**src/rtl/mux16_serializer_if.sv**
```systemverilog
// Bus bundle between the serializer, its upstream word source and the 16:1 mux tree.
// master = environment side (word source + mux), slave = serializer side.
interface mux16_serializer_if;
  logic        load_valid;
  logic [15:0] load_data;
  logic        load_ready;
  logic [3:0]  mux_sel;
  logic [15:0] mux_i;
  logic        mux_y;
  logic        ser_out;
  logic        ser_valid;
  logic        last;
  logic        busy;

  modport master (
    output load_valid, load_data, mux_y,
    input  load_ready, mux_sel, mux_i, ser_out, ser_valid, last, busy
  );

  modport slave (
    input  load_valid, load_data, mux_y,
    output load_ready, mux_sel, mux_i, ser_out, ser_valid, last, busy
  );
endinterface

```
**src/rtl/mux16_serializer.sv**
```systemverilog
// Sequencer feeding a combinational 16:1 mux: holds a word on the mux data inputs,
// walks the select through all positions and registers mux_y into a serial stream.
module mux16_serializer #(
  parameter bit   LSB_FIRST  = 1'b1,
  parameter logic IDLE_LEVEL = 1'b1
) (
  input  logic                clk,
  input  logic                rst,
  mux16_serializer_if.slave   bus
);

  localparam int unsigned W  = 16;
  localparam int unsigned CW = 4;
  localparam logic [CW-1:0] FIRST    = LSB_FIRST ? CW'(0) : CW'(W - 1);
  localparam logic [CW-1:0] LAST_IDX = CW'(W - 1);

  typedef enum logic {
    IDLE  = 1'b0,
    SHIFT = 1'b1
  } state_e;

  state_e          state_q, state_d;
  logic [CW-1:0]   count_q, count_d;
  logic [CW-1:0]   sel_q, sel_d;
  logic [W-1:0]    mux_i_q, mux_i_d;
  logic            ser_out_q, ser_out_d;
  logic            ser_valid_q, ser_valid_d;
  logic            last_q, last_d;

  logic            load_ready_c;
  logic            accept_c;
  logic            final_bit_c;

  // A new word may enter while idle or during the final select position of the current word.
  assign final_bit_c  = (state_q == SHIFT) && (count_q == LAST_IDX);
  assign load_ready_c = (state_q == IDLE) || final_bit_c;
  assign accept_c     = bus.load_valid && load_ready_c;

  always_ff @(posedge clk or posedge rst) begin
    if (rst) begin
      state_q     <= IDLE;
      count_q     <= '0;
      sel_q       <= '0;
      mux_i_q     <= '0;
      ser_out_q   <= IDLE_LEVEL;
      ser_valid_q <= 1'b0;
      last_q      <= 1'b0;
    end else begin
      state_q     <= state_d;
      count_q     <= count_d;
      sel_q       <= sel_d;
      mux_i_q     <= mux_i_d;
      ser_out_q   <= ser_out_d;
      ser_valid_q <= ser_valid_d;
      last_q      <= last_d;
    end
  end

  // mux_y reflects the select registered on the previous edge, so it is captured directly.
  always_comb begin
    state_d     = state_q;
    count_d     = count_q;
    sel_d       = sel_q;
    mux_i_d     = mux_i_q;
    ser_out_d   = IDLE_LEVEL;
    ser_valid_d = 1'b0;
    last_d      = 1'b0;

    case (state_q)
      IDLE: begin
        if (accept_c) begin
          mux_i_d = bus.load_data;
          sel_d   = FIRST;
          count_d = '0;
          state_d = SHIFT;
        end
      end
      SHIFT: begin
        ser_out_d   = bus.mux_y;
        ser_valid_d = 1'b1;
        last_d      = (count_q == LAST_IDX);
        if (count_q != LAST_IDX) begin
          count_d = count_q + CW'(1);
          sel_d   = LSB_FIRST ? (sel_q + CW'(1)) : (sel_q - CW'(1));
        end else if (accept_c) begin
          mux_i_d = bus.load_data;
          sel_d   = FIRST;
          count_d = '0;
        end else begin
          state_d = IDLE;
        end
      end
    endcase
  end

  assign bus.load_ready = load_ready_c;
  assign bus.mux_sel    = sel_q;
  assign bus.mux_i      = mux_i_q;
  assign bus.ser_out    = ser_out_q;
  assign bus.ser_valid  = ser_valid_q;
  assign bus.last       = last_q;
  assign bus.busy       = (state_q == SHIFT);

endmodule

```
**src/flat_wrapper.sv**
```systemverilog
// flat-port wrapper written by rule: the top's interface ports become plain ports
module mux16_serializer_flat 
#(
  parameter bit   LSB_FIRST  = 1'b1,
  parameter logic IDLE_LEVEL = 1'b1
)
  (clk, rst, bus_load_valid, bus_load_data, bus_mux_y, bus_load_ready, bus_mux_sel, bus_mux_i, bus_ser_out, bus_ser_valid, bus_last, bus_busy);
  mux16_serializer_if bus_i ();
  input  logic clk;
  input  logic rst;
  input wire logic [$bits(bus_i.load_valid)-1:0] bus_load_valid;
  input wire logic [$bits(bus_i.load_data)-1:0] bus_load_data;
  input wire logic [$bits(bus_i.mux_y)-1:0] bus_mux_y;
  output wire logic [$bits(bus_i.load_ready)-1:0] bus_load_ready;
  output wire logic [$bits(bus_i.mux_sel)-1:0] bus_mux_sel;
  output wire logic [$bits(bus_i.mux_i)-1:0] bus_mux_i;
  output wire logic [$bits(bus_i.ser_out)-1:0] bus_ser_out;
  output wire logic [$bits(bus_i.ser_valid)-1:0] bus_ser_valid;
  output wire logic [$bits(bus_i.last)-1:0] bus_last;
  output wire logic [$bits(bus_i.busy)-1:0] bus_busy;
  assign bus_i.load_valid = bus_load_valid;
  assign bus_i.load_data = bus_load_data;
  assign bus_i.mux_y = bus_mux_y;
  assign bus_load_ready = bus_i.load_ready;
  assign bus_mux_sel = bus_i.mux_sel;
  assign bus_mux_i = bus_i.mux_i;
  assign bus_ser_out = bus_i.ser_out;
  assign bus_ser_valid = bus_i.ser_valid;
  assign bus_last = bus_i.last;
  assign bus_busy = bus_i.busy;
  mux16_serializer #(.LSB_FIRST(LSB_FIRST), .IDLE_LEVEL(IDLE_LEVEL)) u_core (.clk(clk), .rst(rst), .bus(bus_i));
endmodule
```
**config.mk**
```make
export PLATFORM = sky130hd
export DESIGN_NAME = mux16_serializer_flat
export DESIGN_NICKNAME = d
export VERILOG_FILES = /design/src/rtl/mux16_serializer_if.sv /design/src/rtl/mux16_serializer.sv /design/src/flat_wrapper.sv
export SDC_FILE = /design/constraint.sdc
export NUM_CORES = 1
export LEC_CHECK = 0
export CAP_MARGIN = 20
export CELL_PAD_IN_SITES_DETAIL_PLACEMENT = 0
export CELL_PAD_IN_SITES_GLOBAL_PLACEMENT = 1
export CORE_MARGIN = 2
export CORE_UTILIZATION = 40
export CTS_BUF_LIST = sky130_fd_sc_hd__clkbuf_8
export DETAILED_ROUTE_END_ITERATION = 10
export DONT_BUFFER_PORTS = 1
export GPL_ROUTABILITY_DRIVEN = 0
export GPL_TIMING_DRIVEN = 0
export HOLD_SLACK_MARGIN = 0.1
export PLACE_DENSITY_LB_ADDON = 0.1
export SLEW_MARGIN = 20
export SYNTH_ARGS = -nofsm -noshare
export SYNTH_HDL_FRONTEND = slang
export SYNTH_SLANG_ARGS = --single-unit
```
**constraint.sdc**
```tcl
create_clock -name clk -period 3.35 [get_ports clk]
set_clock_uncertainty 0.15 [all_clocks]
set_input_delay 0.5025 -clock clk [delete_from_list [all_inputs] [get_ports clk]]
set_output_delay 0.5025 -clock clk [all_outputs]
set_load 0.01 [all_outputs]
```
Yosys cells after proc, flatten, opt, wreduce, memory -nomap -nowiden
Index checks and enable logic that the tools add are counted.
{"block": "word_totals", "register_bits": 28, "input_bits": 20, "out_inout_bits": 25, "wordCells": 31}
{"block": "op_classes", "add_sub_neg": 2, "eq_ne": 3, "muxes": 15, "n_bitwise": 1, "reduce_logical": 3}
{"op": "2-to-1 mux 16 bit", "n": 2}
{"op": "one-hot mux 16 bit (2 select lines)", "n": 1}
{"op": "2-to-1 mux 4 bit", "n": 4}
{"op": "one-hot mux 4 bit (2 select lines)", "n": 2}
{"op": "adder 4 x 1 -> 4 bit (second input constant)", "n": 2}
{"op": "2-to-1 mux 1 bit", "n": 5}
{"op": "== test 4 bit (second input constant)", "n": 1}
{"op": "!= test 4 bit (second input constant)", "n": 1}
{"op": "logical AND 1 bit", "n": 2}
{"op": "!= test 2 bit (second input constant)", "n": 1}
{"op": "one-hot mux 1 bit (2 select lines)", "n": 1}
{"op": "logical OR 1 bit", "n": 1}
{"op": "NOT 1 bit", "n": 1}

Depth between registers and ports, before layout
{"block": "logic_depth", "word_depth": 7, "mapped_depth": 5, "depth_no_buf": 4}

Least setup slack after synthesis
No wires, ideal clock.
{"block": "synth_timing", "path_kind": "flip-flop to flip-flop", "start": "register u_core.count_q[0]", "end": "register u_core.mux_i_q[0] (netlist: u_core.bus.mux_i[0])", "setup_time_ns": 0.125, "arrival_time_ns": 1.472, "required_ns": 3.075, "slack_ns": 1.603, "stages_incl_launch_ff": 6, "path_buffers": 1, "period_less_slack_ns": 1.747, "cell_sequence": "dfrtp_1 -> ha_1 -> nand3_4 -> a21oi_4 -> buf_12 -> mux2_4"}
{"block": "synth_between", "elab_chain_len": 7, "word_cells_on_any_way": 9, "cone_classes": "eq/ne (3); mux (3); reduce/logical (3)"}
{"item": "start: declaration", "line_no": "mux16_serializer.sv:23", "text": "logic [CW-1:0] count_q, count_d;"}
{"item": "start signal: assignment", "line_no": "mux16_serializer.sv:50", "text": "count_q <= count_d;"}
{"item": "== test 4 bit", "line_no": "mux16_serializer.sv:35", "text": "assign final_bit_c = (state_q == SHIFT) && (count_q == LAST_IDX);"}
{"item": "logical AND 1 bit", "line_no": "mux16_serializer.sv:35"}
{"item": "logical OR 1 bit", "line_no": "mux16_serializer.sv:36", "text": "assign load_ready_c = (state_q == IDLE) || final_bit_c;"}
{"item": "logical AND 1 bit", "line_no": "mux16_serializer.sv:37", "text": "assign accept_c = bus.load_valid && load_ready_c;"}
{"item": "2-to-1 mux 16 bit (2 in series)"}
{"item": "one-hot mux 16 bit (2 select lines)"}
{"item": "end signal: assignment", "line_no": "mux16_serializer.sv:52", "text": "mux_i_q <= mux_i_d;"}
{"item": "end: declaration", "line_no": "mux16_serializer.sv:25", "text": "logic [W-1:0] mux_i_q, mux_i_d;"}
Parallel ways exist; a longest one is shown, timed or not. The select of a mux whose other input is x is not followed.
A chain may end at the register's enable or synchronous reset.

Worst setup path in the final report
{"block": "layout_timing", "start": "register u_core.count_q[0]", "end": "output port bus_load_ready"}
{"block": "layout_between", "elab_chain_len": 3}
{"item": "== test 4 bit", "line_no": "mux16_serializer.sv:35"}
{"item": "logical AND 1 bit", "line_no": "mux16_serializer.sv:35"}
{"item": "logical OR 1 bit", "line_no": "mux16_serializer.sv:36"}
{"item": "end: declaration", "line_no": "flat_wrapper.sv:14", "text": "output wire logic [$bits(bus_i.load_ready)-1:0] bus_load_ready;"}
Every way passes these cells.

==> results <==
- Headroom to the max-slew limit came out at 61.2%.
- Each instance of the synthesized netlist takes up on average between 10 and 15 um2.
- The wire length of the first global-routing pass is ~3 mm.
- The region available for standard cell placement spans about 3000 um2.
- In this run the tool buffered the top-level ports with 0 buffer cells.
- For this block, the initial DRC count from the detailed router was 21.
- In the final layout, the share of cells above drive strength 1 is roughly 36%.
- The total buffers and inverters traversed by the critical path is 0.
- Broken down by cell family, the worst path's largest delay share belongs to simple AND/OR/NAND/NOR gates.
- Of the post-synthesis cell area, the dominant cell type holds a little under three fifths.
- The clock passes through at most 2 buffers.
- The synthesized instance count is 83.
- The via-per-instance ratio is about 5.3.
- The count of buffers added by post-CTS timing repair for setup is 0.
- The required time of the worst setup path is roughly 2.7 ns.
- Counting I/O delays and the setup requirement, the final critical path takes just over 2 ns.
- The total overflow left after global routing is 0.
- sky130_fd_sc_hd__dfrtp_1 is the most common cell in the netlist.
- The number of clock sinks is 28.
- The die width is 59.3 um.
- Compared with the post-synthesis result, the final layout area differs by 7.88%.
- The prevailing post-synth register cell is sky130_fd_sc_hd__dfrtp_1.
- The post-route setup TNS is 0 ns.
- The clock-pin slew reported for the worst setup and hold paths after clock tree synthesis is around 0.08 ns.
- After detailed routing, the average wire length per cell comes to 16.5 um.
- Synthesis instantiated 28 different standard cells from the library.
- The clock share of power is 14.0%.
- Internal power comes to ~0.83 mW.
- TritonCTS built the clock tree.
- After layout, the design draws a total of about 1.3 mW.
- The all-layer global routing usage is between 10% and 20%.
- With fillers left out, the area of the finished cells amounts to ~1300 um2.
- The number of antenna violations at the first check in global routing came to 0.
- Row generation in the floorplan step produced 20 rows.
- The root buffer cell chosen for the clock tree is sky130_fd_sc_hd__clkbuf_8.
- Across the VDD grid, the largest voltage drop is about 340 uV.
- The data arrival time at the worst-slack endpoint is between 1 and 1.5 ns.
- The max-slew violation total from the final report is 0.
- Summed over all instances, the cell type with the most area after synthesis is sky130_fd_sc_hd__dfrtp_1.
- The flow ran to the end, and the final reports show no timing, DRC or antenna violations.
- Summing every instance area after synthesis gives 1220 um2.
- The async set or reset register ratio after synthesis is 100%.
- The count of fill cells added during filler insertion is between 200 and 300.
- The largest fanout on the critical path is 8.
- The detailed router placed roughly 640 vias in this run.
- The commonest cells after synthesis are sky130_fd_sc_hd__dfrtp_1 (27), sky130_fd_sc_hd__mux2_4 (10), sky130_fd_sc_hd__inv_1 (6), sky130_fd_sc_hd__mux2_2 (6), sky130_fd_sc_hd__nand2b_1 (4).
- The number of hold-slack violations in the final timing report is 0.
- The initial utilization of the core area, before any placement, comes to around 41%.
- The analysis attributes to cell leakage a power of 0.609 nW.
- The register bit total from synthesis is 28.
- Ranked by total cell area, the synthesized netlist is headed by sky130_fd_sc_hd__dfrtp_1 (55%), sky130_fd_sc_hd__mux2_4 (12%), sky130_fd_sc_hd__mux2_2 (5.5%).
- The floorplan step set the die height to between 50 and 60 um.
- In the final design database the tool counted ~110 nets.
- The number of diodes is 0.
- Yosys printed 0 warnings.
- CTS built an H-tree with a depth of 1.
- The critical path is of the reg2out type.
- The highest-delay cell along the critical path is sky130_fd_sc_hd__dfrtp_1.
- Once the clock tree was built, the resizer swapped 0 gates to a different size.
- The number of top-level design ports is 45.
- Net switching is ~34% of the power.
- The sort of element at the end of the critical path is a primary output.
- In this run the worst hold path is classified as in2reg.
- The share of total power dissipated in sequential elements is between 50 and 60%.
- The maximum operating frequency is slightly below 500 MHz.
- Setup repair after global routing left no endpoint under its margin.
- The largest single stage delay on the critical path is around 0.4 ns.
- In this run the power density over the cells is approximately 950 nW/um2.
- Combinational logic burns 31.7% of the power.
- The type of origin of the critical path is a flop.
- The insertion delay to the later sink of the worst-skew pair is 0.26 ns.
- The die covers 3510 um2.
- For the pin with the worst max-slew slack, the measured transition is 0.581 ns.
- The total DRC errors in the routed layout is 0.
- The count of nets left with antenna violations once routing finished came out at 0.
- The final-layout worst hold slack is 0.201 ns.
- Cells fill 44.3% of the core in the end.
- The number of maximum-capacitance violations is 0.
- The instance area at placement is ~1300 um2.
- The share of the Yosys chip area taken by registers is 57.4%.
- Walking the worst path, the cells encountered are ha_1 -> nand3_4 -> nand2_1.
- The final HPWL from detailed placement is 1.36 mm.
- Summed over all layers, the routed wires come to roughly 2 mm.
- In this run, synthesis inferred 0 flip-flops with an integrated enable.
- The portion of the clock cycle consumed by the worst path in the final layout is about three fifths.
- The number of optimization iterations in the first detailed-route pass is 4.
- Entering global routing, the biggest net connects 29 pins.
- In this run the power spent charging and discharging nets is 0.423 mW.
- In this run, CTS created clock tree buffers numbering 3.
- The number of nets in the synthesized netlist is approximately 110.
- The number of hold buffers added after CTS was 0.
- The number of setup violations in the final report is 0.
- The via count of the first global-routing pass is ~630.
## final timing paths
check	cells after the start	slack [ns]	to	from
hold reg to reg	1	0.37	u_core.count_q[0]	u_core.count_q[0]
hold / removal	1	0.20	u_core.bus.ser_out	bus_mux_y
max in group asynchronous	2	2.07	u_core.bus.mux_i[5]	rst
setup / recovery	3	1.34	bus_load_ready	u_core.count_q[0]
setup reg to reg	5	1.44	u_core.bus.mux_i[1]	u_core.count_q[0]
min in group asynchronous	2	0.60	u_core.bus.last	rst
## logic make-up after synthesis
kind of cell / synth area share (%)
fa+ha+maj: 2.05
buf+inv: 3.89
simple gates: 9.31
mux: 19.4
compound gates: 7.88
flops: 57.4
## metrics by stage
| stage | instances | setup WS (ns) |
|---|---|---|
| floorplan | 83 | 1.60 |
| global placement | 116 | 1.43 |
| detailed placement | 116 | 1.43 |
| CTS | 120 | 1.30 |
| global route | 121 | 1.21 |
| finish | 121 | 1.34 |
## routing by layer
metal / global-route usage (%) / part of all wire, %
met3: 3.06 / 7.0
met5: 0 / 0
met1: 14.8 / 46
met4: 5.84 / 0.85
met2: 17.7 / 46
## layout make-up
class	count	area [um2]	area share, %
clock buffer	3	41.3	3.13
clock inverter	1	3.75	0.285
sequential	28	702	53.2
timing repair buffer	1	10.0	0.759
tap	33	41.3	3.13
buffer	2	25.0	1.90
multi-input combinational	47	473	35.9
inverter	6	22.5	1.71
## power groups by stage
stage                     sequential (mW)  combinational (mW)  clock, mW
after floorplan                     0.659               0.358          0
after global placement              0.691               0.393          0
after detailed placement            0.691               0.404          0
after CTS                           0.685               0.406      0.189
after global routing                0.707               0.446      0.203
final                               0.683               0.399      0.176
## sequential cells by signal, summed over array words and instances, names as in the netlist
register,cells
u_core.bus.mux_i,16
u_core.bus.ser_out,1
u_core.bus.mux_sel,4
u_core.bus.ser_valid,1
u_core.bus.last,1
u_core.count_q,4
u_core.bus.busy,1
## worst reg2reg max path, cell delays in order (launching register included)
cell	delay [ns]
sky130_fd_sc_hd__dfrtp_1	0.40
sky130_fd_sc_hd__ha_1	0.26
sky130_fd_sc_hd__nand3_4	0.15
sky130_fd_sc_hd__a21oi_4	0.34
sky130_fd_sc_hd__buf_12	0.19
sky130_fd_sc_hd__mux2_4	0.30
## layout by cell type, fill, tap and decap left out, types with 2 or more instances in the layout
master / netlist / final
sky130_fd_sc_hd__o221ai_1: 2 / 2
sky130_fd_sc_hd__mux2i_1: 2 / 2
sky130_fd_sc_hd__inv_1: 6 / 6
sky130_fd_sc_hd__and3_2: 2 / 2
sky130_fd_sc_hd__dfrtp_1: 27 / 27
sky130_fd_sc_hd__mux2_2: 6 / 6
sky130_fd_sc_hd__ha_1: 2 / 2
sky130_fd_sc_hd__clkbuf_8: 0 / 3
sky130_fd_sc_hd__nand2_1: 2 / 2
sky130_fd_sc_hd__mux2_4: 10 / 10
sky130_fd_sc_hd__nand4_1: 2 / 2
sky130_fd_sc_hd__nand2b_1: 4 / 4
sky130_fd_sc_hd__a31o_2: 2 / 2
Note: power is estimated with default switching activity, not from simulation.
